$ cat config.mk
export PLATFORM = sky130hd
export DESIGN_NAME = lgn_frame_sequencer
export DESIGN_NICKNAME = d
export VERILOG_FILES = /design/src/rtl/lgn_seq_pkg.sv /design/src/rtl/lgn_frame_sequencer.sv
export SDC_FILE = /design/constraint.sdc
export NUM_CORES = 1
export LEC_CHECK = 0
export BUFFER_PORTS_ARGS = -buffer_cell sky130_fd_sc_hd__buf_4
export CAP_MARGIN = 25
export CORE_MARGIN = 10
export CORE_UTILIZATION = 30
export DETAILED_ROUTE_END_ITERATION = 6
export GPL_ROUTABILITY_DRIVEN = 0
export PLACE_DENSITY = 0.64
export SLEW_MARGIN = 20
export SYNTH_ARGS = -nofsm -noshare
export SYNTH_HDL_FRONTEND = slang
export SYNTH_SLANG_ARGS = --single-unit
export TNS_END_PERCENT = 5
$ cat constraint.sdc
create_clock -name clk -period 2.2 [get_ports clk]
set_input_delay 0.22 -clock clk [delete_from_list [all_inputs] [get_ports clk]]
set_output_delay 0.22 -clock clk [all_outputs]
set_load 0.01 [all_outputs]
$ cat src/rtl/lgn_seq_pkg.sv
// Shared constants and state encoding for the LGN frame sequencer.
// The board top and the testbench use these so that they agree on frame geometry.
package lgn_seq_pkg;

    localparam int LGN_FRAME_BYTES    = 32;
    localparam int LGN_RESULT_LATENCY = 2;
    localparam int LGN_PAT_SEL_W      = 2;

    typedef enum logic [2:0] {
        IDLE,
        FETCH,
        STREAM,
        DRAIN,
        CAPTURE
    } seq_state_t;

    // Drain down-counter width; kept at least one bit so a zero latency still elaborates.
    function automatic int drain_width(input int latency);
        return (latency < 1) ? 1 : $clog2(latency + 1);
    endfunction

endpackage

$ cat src/rtl/lgn_frame_sequencer.sv
// Streams one binary image from a synchronous pattern ROM into the LGN core byte input,
// waits out the core result latency and captures class/score into held result registers.
//
// state   | meaning
// --------+-----------------------------------------------------------------
// IDLE    | waiting for start; outputs quiet, results held
// FETCH   | address of byte 0 on the ROM bus
// STREAM  | one byte per cycle onto core_data, next address issued in parallel
// DRAIN   | core_data quiet, down-counter covers the core result latency
// CAPTURE | result_valid pulse; auto_run decides between FETCH and IDLE
module lgn_frame_sequencer
    import lgn_seq_pkg::*;
#(
    parameter int FRAME_BYTES    = LGN_FRAME_BYTES,
    parameter int RESULT_LATENCY = LGN_RESULT_LATENCY,
    parameter int PAT_SEL_W      = LGN_PAT_SEL_W
) (
    input  logic                                    clk,
    input  logic                                    rst_n,
    input  logic                                    start,
    input  logic                                    auto_run,
    input  logic [PAT_SEL_W-1:0]                    pat_sel,
    output logic [PAT_SEL_W+$clog2(FRAME_BYTES)-1:0] rom_addr,
    input  logic [7:0]                              rom_data,
    output logic [7:0]                              core_data,
    output logic                                    core_frame_sync,
    input  logic [3:0]                              core_index,
    input  logic [7:0]                              core_value,
    output logic                                    busy,
    output logic                                    result_valid,
    output logic [3:0]                              result_index,
    output logic [7:0]                              result_value,
    output logic [15:0]                             frame_count
);

    localparam int IDX_W = $clog2(FRAME_BYTES);
    localparam int DRN_W = drain_width(RESULT_LATENCY);

    seq_state_t           state;
    logic [PAT_SEL_W-1:0] sel_q;
    logic [IDX_W-1:0]     byte_idx;
    logic [DRN_W-1:0]     drain_cnt;
    logic [15:0]          frame_cnt;

    // ROM address is the latched select plus the running byte index; ROM answers next cycle.
    assign rom_addr    = {sel_q, byte_idx};
    assign busy        = (state != IDLE);
    assign frame_count = frame_cnt;

    // Frame sequencing FSM with all datapath registers and registered outputs.
    always_ff @(posedge clk) begin
        if (!rst_n) begin
            state           <= IDLE;
            sel_q           <= '0;
            byte_idx        <= '0;
            drain_cnt       <= '0;
            frame_cnt       <= '0;
            core_data       <= '0;
            core_frame_sync <= 1'b0;
            result_valid    <= 1'b0;
            result_index    <= '0;
            result_value    <= '0;
        end else begin
            core_data       <= '0;
            core_frame_sync <= 1'b0;
            result_valid    <= 1'b0;
            case (state)
                IDLE: begin
                    if (start) begin
                        sel_q    <= pat_sel;
                        byte_idx <= '0;
                        state    <= FETCH;
                    end
                end
                FETCH: begin
                    byte_idx <= byte_idx + 1'b1;
                    state    <= STREAM;
                end
                STREAM: begin
                    // rom_data here belongs to the address issued one cycle earlier,
                    // so byte_idx == 1 means byte 0 is being loaded.
                    core_data       <= rom_data;
                    core_frame_sync <= (byte_idx == IDX_W'(1));
                    if (byte_idx == '0) begin
                        // Index has wrapped: this is the last byte of the frame.
                        drain_cnt <= DRN_W'(RESULT_LATENCY);
                        state     <= DRAIN;
                    end else begin
                        byte_idx <= byte_idx + 1'b1;
                    end
                end
                DRAIN: begin
                    if (drain_cnt == '0) begin
                        result_index <= core_index;
                        result_value <= core_value;
                        result_valid <= 1'b1;
                        frame_cnt    <= frame_cnt + 16'd1;
                        state        <= CAPTURE;
                    end else begin
                        drain_cnt <= drain_cnt - 1'b1;
                    end
                end
                CAPTURE: begin
                    // auto_run takes precedence; start is only looked at in IDLE.
                    if (auto_run) begin
                        sel_q    <= pat_sel;
                        byte_idx <= '0;
                        state    <= FETCH;
                    end else begin
                        state <= IDLE;
                    end
                end
                default: state <= IDLE;
            endcase
        end
    end

endmodule

==> results.py <==
metrics = {
    "status": {
        "status": "finished, final reports clean",
    },
    "detailed_routing": {
        "via_per_inst": 4.64,
        "finalWirelength_um": 5630,
        "initialDrtViolationCount": 58,
        "antenna_left": 0,
        "first_pass_iters": 4,
        "wire_per_inst_um": 13.5,
        "drt_drc_violations_left": 0,
        "vias": 1932,
    },
    "cts": {
        "numCtsBuffers": 5,
        "cts.sinks": 50,
        "root_buffer": "clkbuf_8",
        "worst_setup_hold_path_clk_slew_ns": 0.09,
        "hold_buffers": 0,
        "htreeDepth": 2,
        "post_cts_buffers": 0,
        "tritoncts": "built",
        "clock_latency_ns": 0.30,
        "clockBufferDepth": 2,
        "ctsResizeCount": 0,
    },
    "sta": {
        "finalHoldViolations": 0,
        "slew_violations": 0,
        "fin_tns_setup_ns": 0,
        "max_freq_ghz": 0.544,
        "finalCriticalPeriod_ns": 1.84,
        "maxSlewHeadroom": 0.674,
        "finalSetupViolations": 0,
        "whs_ns": 0.116,
        "grt_setup_unrepaired": "no",
        "worst_pin_slew_ns": 0.486,
        "period_share": 0.835,
        "finalClockSkew_ns": 0.00670,
    },
    "global_routing": {
        "grt_pass1_wl_um": 9420,
        "grt_max_degree": 36,
        "antenna_found_initial": 0,
        "grt_pass1_vias": 1852,
        "gr-total-overflow": 0,
        "grt_usage": 0.102,
    },
    "layout": {
        "ff_latch_area_sq_mm": 0.00100,
        "fin_util": 0.418,
        "syn_to_final_growth_pct": 33.7,
        "nFillCells": 746,
        "layout_common_cells": "76 x buf_4, 50 x dfxtp_1, 35 x nand2_1",
        "num_antenna_cells": 0,
        "layout.nets": 350,
        "drive_gt1_frac": 0.278,
        "design_area_sq_mm": 0.00289,
        "multi_input_area_sq_mm": 0.00105,
        "final_common_cell": "buf_4",
    },
    "synth": {
        "syn_inst": 249,
        "synth_edf_count": 0,
        "syn-num-nets": 280,
        "synth_top_area_share": 0.464,
        "synth_area_sq_mm": 0.00216,
        "yosysUniqueCellTypes": 44,
        "synth_ff_type": "dfxtp_1",
        "yosysSeqAreaShare": 0.464,
        "yosys_warnings": 0,
        "synth_seq_cells": 50,
        "synth_largest_area_cell": "dfxtp_1",
        "async_flop_share": 0,
        "ys_top_cells_by_area": "dfxtp_1 46%, a21oi_1 6.3%, nand2_1 6.1%, nor2_1 3.1%, and2_1 2.9%",
        "syn_area_per_cell_sq_um": 8.67,
    },
    "floorplan": {
        "die-area_sq_mm": 0.0110,
        "core-area_sq_mm": 0.00691,
        "pin_count": 72,
        "fp.dieH_um": 105,
        "die_x_um": 105,
        "floorplan.initialDensity": 0.313,
        "std_cell_rows": 30,
    },
    "power_and_ir_drop": {
        "leakagePower_nw": 1.18,
        "p_per_area_mw_per_mm2": 677,
        "peakVddDrop_v": 0.000334,
        "p_total_mw": 1.95,
    },
    "setup_path": {
        "critPathSlowestCell": "or4_1",
        "end_kind": "register",
        "arrival_ns": 2.07,
        "cp_top_family": "simple AND/OR/NAND/NOR gates",
        "cp.buffers_inverters": 1,
        "crit_chain": "inv_1, ha_1, and4b_1, nand3_2, or4_1, a21oi_1",
        "startpoint_type": "register",
        "crit_type": "register to register",
        "worstPathRequired_ns": 2.43,
        "crit_path_max_incr_delay_ns": 0.43,
        "cp_max_fo": 8,
    },
    "min_path": {
        "hold_path_class": "primary input to register",
    },
    "place": {
        "dpl.hpwl_um": 4220,
        "io_buffers": 71,
        "place_area_sq_mm": 0.00278,
    },
    "run": {
        "maxCapViolCount": 0,
    },
}
## synth_stat cells, drive strengths merged, types with 2 or more instances
library cell / instances
buf: 6
nand3b: 2
o21ai: 5
xnor2: 7
o31ai: 5
and3: 4
nor4: 3
xor2: 2
nand2b: 3
nand2: 35
or2: 2
mux2i: 3
nand4: 4
nor2: 18
a31oi: 2
ha: 5
or4: 5
clkbuf: 6
a21oi: 27
inv: 9
and2: 10
dfxtp: 50
nor3: 7
nand3: 13
or3: 4
## through the flow
stage          cells  setup slack, ns
2_1_floorplan    249            0.545
3_3_place_gp     408            0.445
3_5_place_dp     408            0.358
4_1_cts          416            0.336
5_1_grt          416            0.114
6_report         416            0.363
## sequential cells by signal, summed over array words and instances (netlist names)
register         flops
sel_q                2
byte_idx             5
frame_count         16
result_index         4
state                3
drain_cnt            2
core_data            8
result_valid         1
core_frame_sync      1
result_value         8
## final cells by class
cell class / count / area share
Inverter: 9 / 0.0117
Clock inverter: 1 / 0.0104
Tap cell: 96 / 0.0416
Sequential cell: 50 / 0.347
Clock buffer: 7 / 0.0265
Multi-Input combinational cell: 177 / 0.365
Timing Repair Buffer: 76 / 0.198
## report_power, final
part	total [mW]	internal, mW	switching, mW	leakage [nW]
sequential	0.973	0.943	0.0298	0.405
combinational	0.336	0.162	0.174	0.720
clock	0.643	0.341	0.302	0.0524
## metal layers
layer,vias up,track usage,wire length [um]
li1,998,-,-
met1,894,0.126,2510
met3,4,0.0326,221
met5,-,0,0
met4,0,0.0235,35
met2,36,0.169,2860
## cells by family after synthesis
logic type	share of synthesized area
buffers and inverters	0.0481
XOR/XNOR	0.0365
adder cells (fa/ha/maj)	0.0290
AND/OR/NAND/NOR	0.282
flip-flops	0.464
AO/OA/AOI/OAI	0.122
multiplexers	0.0191
## worst paths after layout
check	startpoint	slack (ns)	cells after the start	to
setup / recovery	drain_cnt[0]	0.36	6	frame_count[11]
setup reg to reg	drain_cnt[0]	0.36	6	frame_count[11]
hold reg to reg	result_index[2]	0.46	2	result_index[2]
hold / removal	rom_data[4]	0.12	2	core_data[4]
Power figures use the tool's default switching activity.
